### config.mk
export PLATFORM = sky130hd
export DESIGN_NAME = jtframe_multi_wait_flat
export DESIGN_NICKNAME = d
export VERILOG_FILES = /design/src/rtl/jtframe_multi_wait_if.sv /design/src/rtl/jtframe_multi_wait.sv /design/src/flat_wrapper.sv
export SDC_FILE = /design/constraint.sdc
export NUM_CORES = 1
export LEC_CHECK = 0
export BUFFER_PORTS_ARGS = -buffer_cell sky130_fd_sc_hd__buf_4
export CAP_MARGIN = 20
export CORE_AREA = 2 2 39 41
export CTS_CLUSTER_SIZE = 28
export DETAILED_ROUTE_END_ITERATION = 7
export DIE_AREA = 0 0 41 43
export SLEW_MARGIN = 20
export SYNTH_ARGS = -nofsm -noshare
export SYNTH_HDL_FRONTEND = slang
export SYNTH_SLANG_ARGS = --single-unit
export TNS_END_PERCENT = 30
### constraint.sdc
create_clock -name clk -period 4.1 [get_ports clk]
set_input_delay 1.23 -clock clk [delete_from_list [all_inputs] [get_ports clk]]
set_output_delay 1.23 -clock clk [all_outputs]
set_load 0.005 [all_outputs]
### src/rtl/jtframe_multi_wait_if.sv
// Bundle of the per-channel clock-enable, ROM and shared-device signals for jtframe_multi_wait.
// The master side is the core (enable generator and memory controller); the slave side is the gater.
interface jtframe_multi_wait_if #(
  parameter int CH     = 2,
  parameter int DEVCNT = 2
);
  logic [CH-1:0]     cen_in;
  logic [CH-1:0]     rec_en;
  logic [DEVCNT-1:0] dev_busy;
  logic [CH-1:0]     rom_cs;
  logic [CH-1:0]     rom_ok;
  logic [CH-1:0]     cen_out;
  logic [CH-1:0]     gate;
  logic [CH-1:0]     lost;

  modport master (
    output cen_in, rec_en, dev_busy, rom_cs, rom_ok,
    input  cen_out, gate, lost
  );

  modport slave (
    input  cen_in, rec_en, dev_busy, rom_cs, rom_ok,
    output cen_out, gate, lost
  );
endinterface

### src/rtl/jtframe_multi_wait.sv
// Multi-channel CPU clock-enable gater: blocks enables while ROM data or a shared device is not ready.
// Define JTFRAME_WAIT_RECOVER_EN to count blocked enables and repay them while the CPU bus is idle.
module jtframe_multi_wait #(
  parameter int                     CH      = 2,
  parameter int                     DEVCNT  = 2,
  parameter logic [CH*DEVCNT-1:0]   DEVMASK = {CH*DEVCNT{1'b1}},
  parameter int                     MISSW   = 4
) (
  input  logic               clk,
  input  logic               rst,
  jtframe_multi_wait_if.slave bus
);

  logic [CH-1:0] r_lastCs;
  logic [CH-1:0] r_locked;

  logic [CH-1:0] w_csRise;
  logic [CH-1:0] w_romBad;
  logic [CH-1:0] w_devHit;
  logic [CH-1:0] w_stall;
  logic [CH-1:0] w_gate;
  logic [CH-1:0] w_rec;
  logic [CH-1:0] w_cenOut;

  // A stall holds the gate closed for one extra cycle through r_locked.
  always_comb begin
    w_devHit = '0;
    w_csRise = bus.rom_cs & ~r_lastCs;
    w_romBad = (bus.rom_cs & ~bus.rom_ok) | w_csRise;
    for (int i = 0; i < CH; i++) begin
      w_devHit[i] = |(bus.dev_busy & DEVMASK[i*DEVCNT +: DEVCNT]);
    end
    w_stall = w_romBad | w_devHit;
    w_gate  = ~(w_stall | r_locked) & {CH{~rst}};
  end

`ifdef JTFRAME_WAIT_RECOVER_EN
  localparam logic [MISSW-1:0] MISS_MAX = '1;

  logic [MISSW-1:0] r_miss [CH];
  logic [CH-1:0]    r_start;
  logic [CH-1:0]    r_lastCen;
  logic [CH-1:0]    r_lost;
  logic [CH-1:0]    w_miss;

  // Repayment never follows an output enable directly, so repaid pulses stay two cycles apart.
  always_comb begin
    w_rec  = '0;
    w_miss = bus.cen_in & ~w_gate;
    for (int i = 0; i < CH; i++) begin
      w_rec[i] = (r_miss[i] != '0) & ~bus.cen_in[i] & bus.rec_en[i]
               & w_gate[i] & ~r_lastCen[i];
    end
  end

  always_ff @(posedge clk) begin
    if (rst) begin
      r_start   <= '0;
      r_lastCen <= '0;
      r_lost    <= '0;
      for (int i = 0; i < CH; i++) begin
        r_miss[i] <= '0;
      end
    end else begin
      r_start   <= r_start | ~w_stall;
      r_lastCen <= w_cenOut;
      for (int i = 0; i < CH; i++) begin
        if (!r_start[i]) begin
          r_miss[i] <= '0;
        end else if (w_miss[i]) begin
          if (r_miss[i] == MISS_MAX) begin
            r_lost[i] <= 1'b1;
          end else begin
            r_miss[i] <= r_miss[i] + MISSW'(1);
          end
        end else if (w_rec[i]) begin
          r_miss[i] <= r_miss[i] - MISSW'(1);
        end
      end
    end
  end

  assign bus.lost = r_lost;
`else
  logic w_unusedRecEn;

  assign w_unusedRecEn = ^bus.rec_en;
  assign w_rec         = '0;
  assign bus.lost      = '0;
`endif

  assign w_cenOut = ((bus.cen_in & w_gate) | w_rec) & {CH{~rst}};

  always_ff @(posedge clk) begin
    if (rst) begin
      r_lastCs <= '1;
      r_locked <= '0;
    end else begin
      r_lastCs <= bus.rom_cs;
      r_locked <= w_stall;
    end
  end

  assign bus.cen_out = w_cenOut;
  assign bus.gate    = w_gate;

endmodule

### src/flat_wrapper.sv
// flat-port wrapper written by rule: the top's interface ports become plain ports
module jtframe_multi_wait_flat 
#(
  parameter int                     CH      = 2,
  parameter int                     DEVCNT  = 2,
  parameter logic [CH*DEVCNT-1:0]   DEVMASK = {CH*DEVCNT{1'b1}},
  parameter int                     MISSW   = 4
)
  (clk, rst, bus_cen_in, bus_rec_en, bus_dev_busy, bus_rom_cs, bus_rom_ok, bus_cen_out, bus_gate, bus_lost);
  jtframe_multi_wait_if #(.CH(CH), .DEVCNT(DEVCNT)) bus_i ();
  input  logic clk;
  input  logic rst;
  input wire logic [$bits(bus_i.cen_in)-1:0] bus_cen_in;
  input wire logic [$bits(bus_i.rec_en)-1:0] bus_rec_en;
  input wire logic [$bits(bus_i.dev_busy)-1:0] bus_dev_busy;
  input wire logic [$bits(bus_i.rom_cs)-1:0] bus_rom_cs;
  input wire logic [$bits(bus_i.rom_ok)-1:0] bus_rom_ok;
  output wire logic [$bits(bus_i.cen_out)-1:0] bus_cen_out;
  output wire logic [$bits(bus_i.gate)-1:0] bus_gate;
  output wire logic [$bits(bus_i.lost)-1:0] bus_lost;
  assign bus_i.cen_in = bus_cen_in;
  assign bus_i.rec_en = bus_rec_en;
  assign bus_i.dev_busy = bus_dev_busy;
  assign bus_i.rom_cs = bus_rom_cs;
  assign bus_i.rom_ok = bus_rom_ok;
  assign bus_cen_out = bus_i.cen_out;
  assign bus_gate = bus_i.gate;
  assign bus_lost = bus_i.lost;
  jtframe_multi_wait #(.CH(CH), .DEVCNT(DEVCNT), .DEVMASK(DEVMASK), .MISSW(MISSW)) u_core (.clk(clk), .rst(rst), .bus(bus_i));
endmodule
# Word-level counts from Yosys, hierarchy flattened
# Cells that the tools add are included.
[op_classes] reduce_logical=1 bitwise_logic=12
[op_table] op="2-bit AND" n=5
[op_table] op="2-bit NOT" n=3
[op_table] op="2-bit OR" n=3
[op_table] op="2-bit OR reduction" n=1
[op_table] op="1-bit NOT" n=1
[word_totals] elab_cells=15 output_inout_bits=6 register_bits=4 in_bits=12

# Depth between registers and ports, before layout
[depth] depth_word=9 mapped_depth=2 mapped_depth_nobuf=2

# Worst setup path after synthesis
# OpenSTA, ideal clock, no wires.
[synth_timing] path_type="input to output" startpoint="input port bus_dev_busy[1]" endpoint="output port bus_cen_out[0]" slack_ns=1.009 arrival_ns=1.861 cell_stages=2 t_required_ns=2.870 n_path_buf=0 path_cell_list="or3_4 -> nor4b_2"
[synth_between] elab_chain_cells=7
[synth_rtl] item="start, declared" line_no="flat_wrapper.sv:15" text="input wire logic [$bits(bus_i.dev_busy)-1:0] bus_dev_busy;"
[synth_rtl] item="2-bit OR reduction" line_no="jtframe_multi_wait.sv:31" text="w_devHit[i] = |(bus.dev_busy & DEVMASK[i*DEVCNT +: DEVCNT]);"
[synth_rtl] item="2-bit OR" line_no="jtframe_multi_wait.sv:33" text="w_stall = w_romBad | w_devHit;"
[synth_rtl] item="2-bit OR" line_no="jtframe_multi_wait.sv:34" text="w_gate = ~(w_stall | r_locked) & {CH{~rst}};"
[synth_rtl] item="2-bit NOT" line_no="jtframe_multi_wait.sv:34"
[synth_rtl] item="2-bit AND" line_no="jtframe_multi_wait.sv:34"
[synth_rtl] item="2-bit AND (2 in series)" line_no="jtframe_multi_wait.sv:92" text="assign w_cenOut = ((bus.cen_in & w_gate) | w_rec) & {CH{~rst}};"
[synth_rtl] item="end, declared" line_no="flat_wrapper.sv:18" text="output wire logic [$bits(bus_i.cen_out)-1:0] bus_cen_out;"
# No other way between the ends.

# Worst setup path in the final report
[layout_timing] startpoint="input port bus_dev_busy[1]" endpoint="output port bus_cen_out[1]"
# The elaborated chain is that of the path after synthesis.

==> results.yml <==
status:
  run_status: "finished clean"
die:
  design.portCount: 18
  start_util_pct: 14.6
  die_y_um: 43
  floorplan_die_width_um: 41
  core.rowCount: 14
  std_cell_core_area_um2: 1380
  fp.dieArea_um2: 1760
placement:
  dpl_cell_area_um2: 308
  place_inst: 47
  gp_congestion: 0.600
  place_worst_setup_slack_ps: 749
  port_buffers: 13
critical_path:
  cp.required_ps: 2870
  worst-r2r-setup-slack_ps: 3210
  timing.critical_path.arrival_ps: 2110
  r2r.worst_path.cells: 2
  setup.worst_path.end_class: "output port"
  path_max_fanout: 4
  setup.worst_path.start: "bus_dev_busy[1]"
  critPathLaunchType: "input port"
  cp_class: "in -> out"
  timing.rr.start: "u_core.r_lastCs[0]$_SDFF_PP1_"
  worst_r2r_endpoint: "u_core.r_locked[0]$_SDFF_PP0_"
  setup.worst_path.end: "bus_cen_out[1]"
sta:
  fin_worst_skew_ps: 0.0619
  fin_ws_ps: 759
  clock.fmax_mhz: 299
  final_hold_viol_count: 0
  period_minus_slack_ps: 3340
  finalHoldWorstSlack_ps: 766
  post-route-period-util_pct: 81.5
  rsz0062_at_grt: "false"
  setup_violation_total_in_the_final_timing_report: 0
  slew_viol_final: 0
  fin_tns_setup_ps: 0
detailed_routing:
  via_cell_ratio: 3.66
  ant_nets_after_route: 0
  drt_iter0_drc: 1
  detailedRoute.firstPassIterationCount: 2
  wl_per_cell_um: 8.70
  totalWireLength_um: 435
  via_count: 183
  drt_drc_violations_left: 0
grt:
  grt_max_degree: 5
  grt_first_pass_wirelength_um: 593
  groute.usage.overall_pct: 5.52
  antenna_found_initial: 0
  grt_pass1_vias: 171
  grt-ovfl-total: 0
worst_hold_path:
  hold_path_startpoint: "u_core.r_lastCs[1]$_SDFF_PP1_"
  min_path_type: "reg -> reg"
layout:
  fin_nets: 48
  finalNonFillerCells: 50
  utilization_after_layout_pct: 23.9
  insertedDiodeCount: 0
  total_area_of_multi_input_combinational_cells_um2: 106
  layout.filler_cells: 154
  drive_gt1_share_pct: 67.6
  area_growth_syn_to_layout_pct: 64.0
  post-route-cell-area_um2: 330
  seq_area_um2: 80.1
power_and_ir_drop:
  cellPowerDensity_nw_per_um2: 326
  fin_total_pwr_mw: 0.108
  leakage_nw: 0.148
  worst_ir_drop_vdd_mv: 0.0932
clocking:
  clk_path_buf_depth: 2
  post_cts_resized: 0
  clk_pin_slew_worst_paths_ps: 40
  post-cts-setup-buffers: 0
  clkSinkCount: 4
  tritoncts: "done"
  number_of_buffers_inserted_during_clock_tree_synthesis: 3
  ctsHoldBuffers: 0
  clock-root-buffer: "clkbuf_4"
  htreeDepth: 1
  skew_pair_late_insertion_delay_ps: 230
synth:
  ys_warn_count: 0
  yosys.area_share.adder_pct: 0
  synth_compound_gate_area_share_pct: 17.4
  netlist_area_um2: 201
  netlist-cell-type-count: 10
  post_synth_mux_area_share_pct: 0
  synthXorXnorAreaFrac_pct: 0
  synth_top_family_by_area: "simple AND/OR/NAND/NOR gates"
  syn-instance-count: 19
  simple_gate_share_of_the_synthesized_area_pct: 31.7
  avgSynthCellArea_um2: 10.6
  register_bit_count_reported_by_yosys: 4
  synth-seq-area-share_pct: 39.8
run:
  cap_viol_max_count: 0
-- state kept, by name, indices dropped and copies added, names as in the netlist --
register	flops
u_core.r_lastCs	2
u_core.r_locked	2
-- kinds of logic (layout without fill, tap and decap cells) --
group	count (synthesis)	after routing
simple gates	7	7
buf+inv	3	17
compound gates	4	4
flops	4	4
other cells	1	2
-- worst max-delay path, stage by stage --
cell and delay (ps):
buf_4 120, or3_4 410, nor4b_2 210, buf_4 140
-- how the worst min path moves through the flow --
stage,end,slack [ps],cells past startpoint
2_1_floorplan,u_core.r_locked[0]$_SDFF_PP0_,730,2
3_3_place_gp,u_core.r_locked[0]$_SDFF_PP0_,760,2
3_5_place_dp,u_core.r_locked[1]$_SDFF_PP0_,770,2
4_1_cts,u_core.r_locked[1]$_SDFF_PP0_,780,2
5_1_grt,u_core.r_locked[1]$_SDFF_PP0_,790,2
6_report,u_core.r_locked[1]$_SDFF_PP0_,770,2
-- power breakdown --
group / switching (mW) / internal (mW) / total (mW) / leakage (nW)
clock: 0.0167 / 0.0328 / 0.0495 / 0.0138
sequential: 0.00107 / 0.0416 / 0.0426 / 0.0336
combinational: 0.00536 / 0.0101 / 0.0154 / 0.100
-- metal layers --
layer / global-route usage, % / up-vias / part of all wire, %
met5: 0 / - / 0
met4: 6.00 / 0 / 0
li1: - / 94 / -
met1: 5.45 / 77 / 43
met3: 3.66 / 0 / 16
met2: 6.88 / 12 / 41
-- cell usage after synthesis (all sizes together) --
library cell / number / area (um^2)
nor4b: 2 / 30.0
buf: 2 / 15.0
or3: 1 / 11.3
a21boi: 2 / 15.0
dfxtp: 4 / 80.1
inv: 1 / 3.75
o31a: 2 / 20.0
or2: 2 / 12.5
nor3: 2 / 10.0
conb: 1 / 3.75
-- placed cells by master, fill, tap and decap left out, drive strengths merged --
cell     n
nor4b    2
or2      2
nor3     2
a21boi   2
conb     2
or3      1
clkbuf   3
dfxtp    4
buf     13
inv      1
o31a     2
-- layout make-up --
| class | instances | share of cell area, % |
|---|---|---|
| multi-input combinational | 13 | 32.2 |
| timing repair buffer | 13 | 29.5 |
| sequential | 4 | 24.2 |
| clock buffer | 3 | 6.82 |
| tap | 16 | 6.06 |
| inverter | 1 | 1.14 |
No activity file was read; power rests on OpenSTA's default activity.
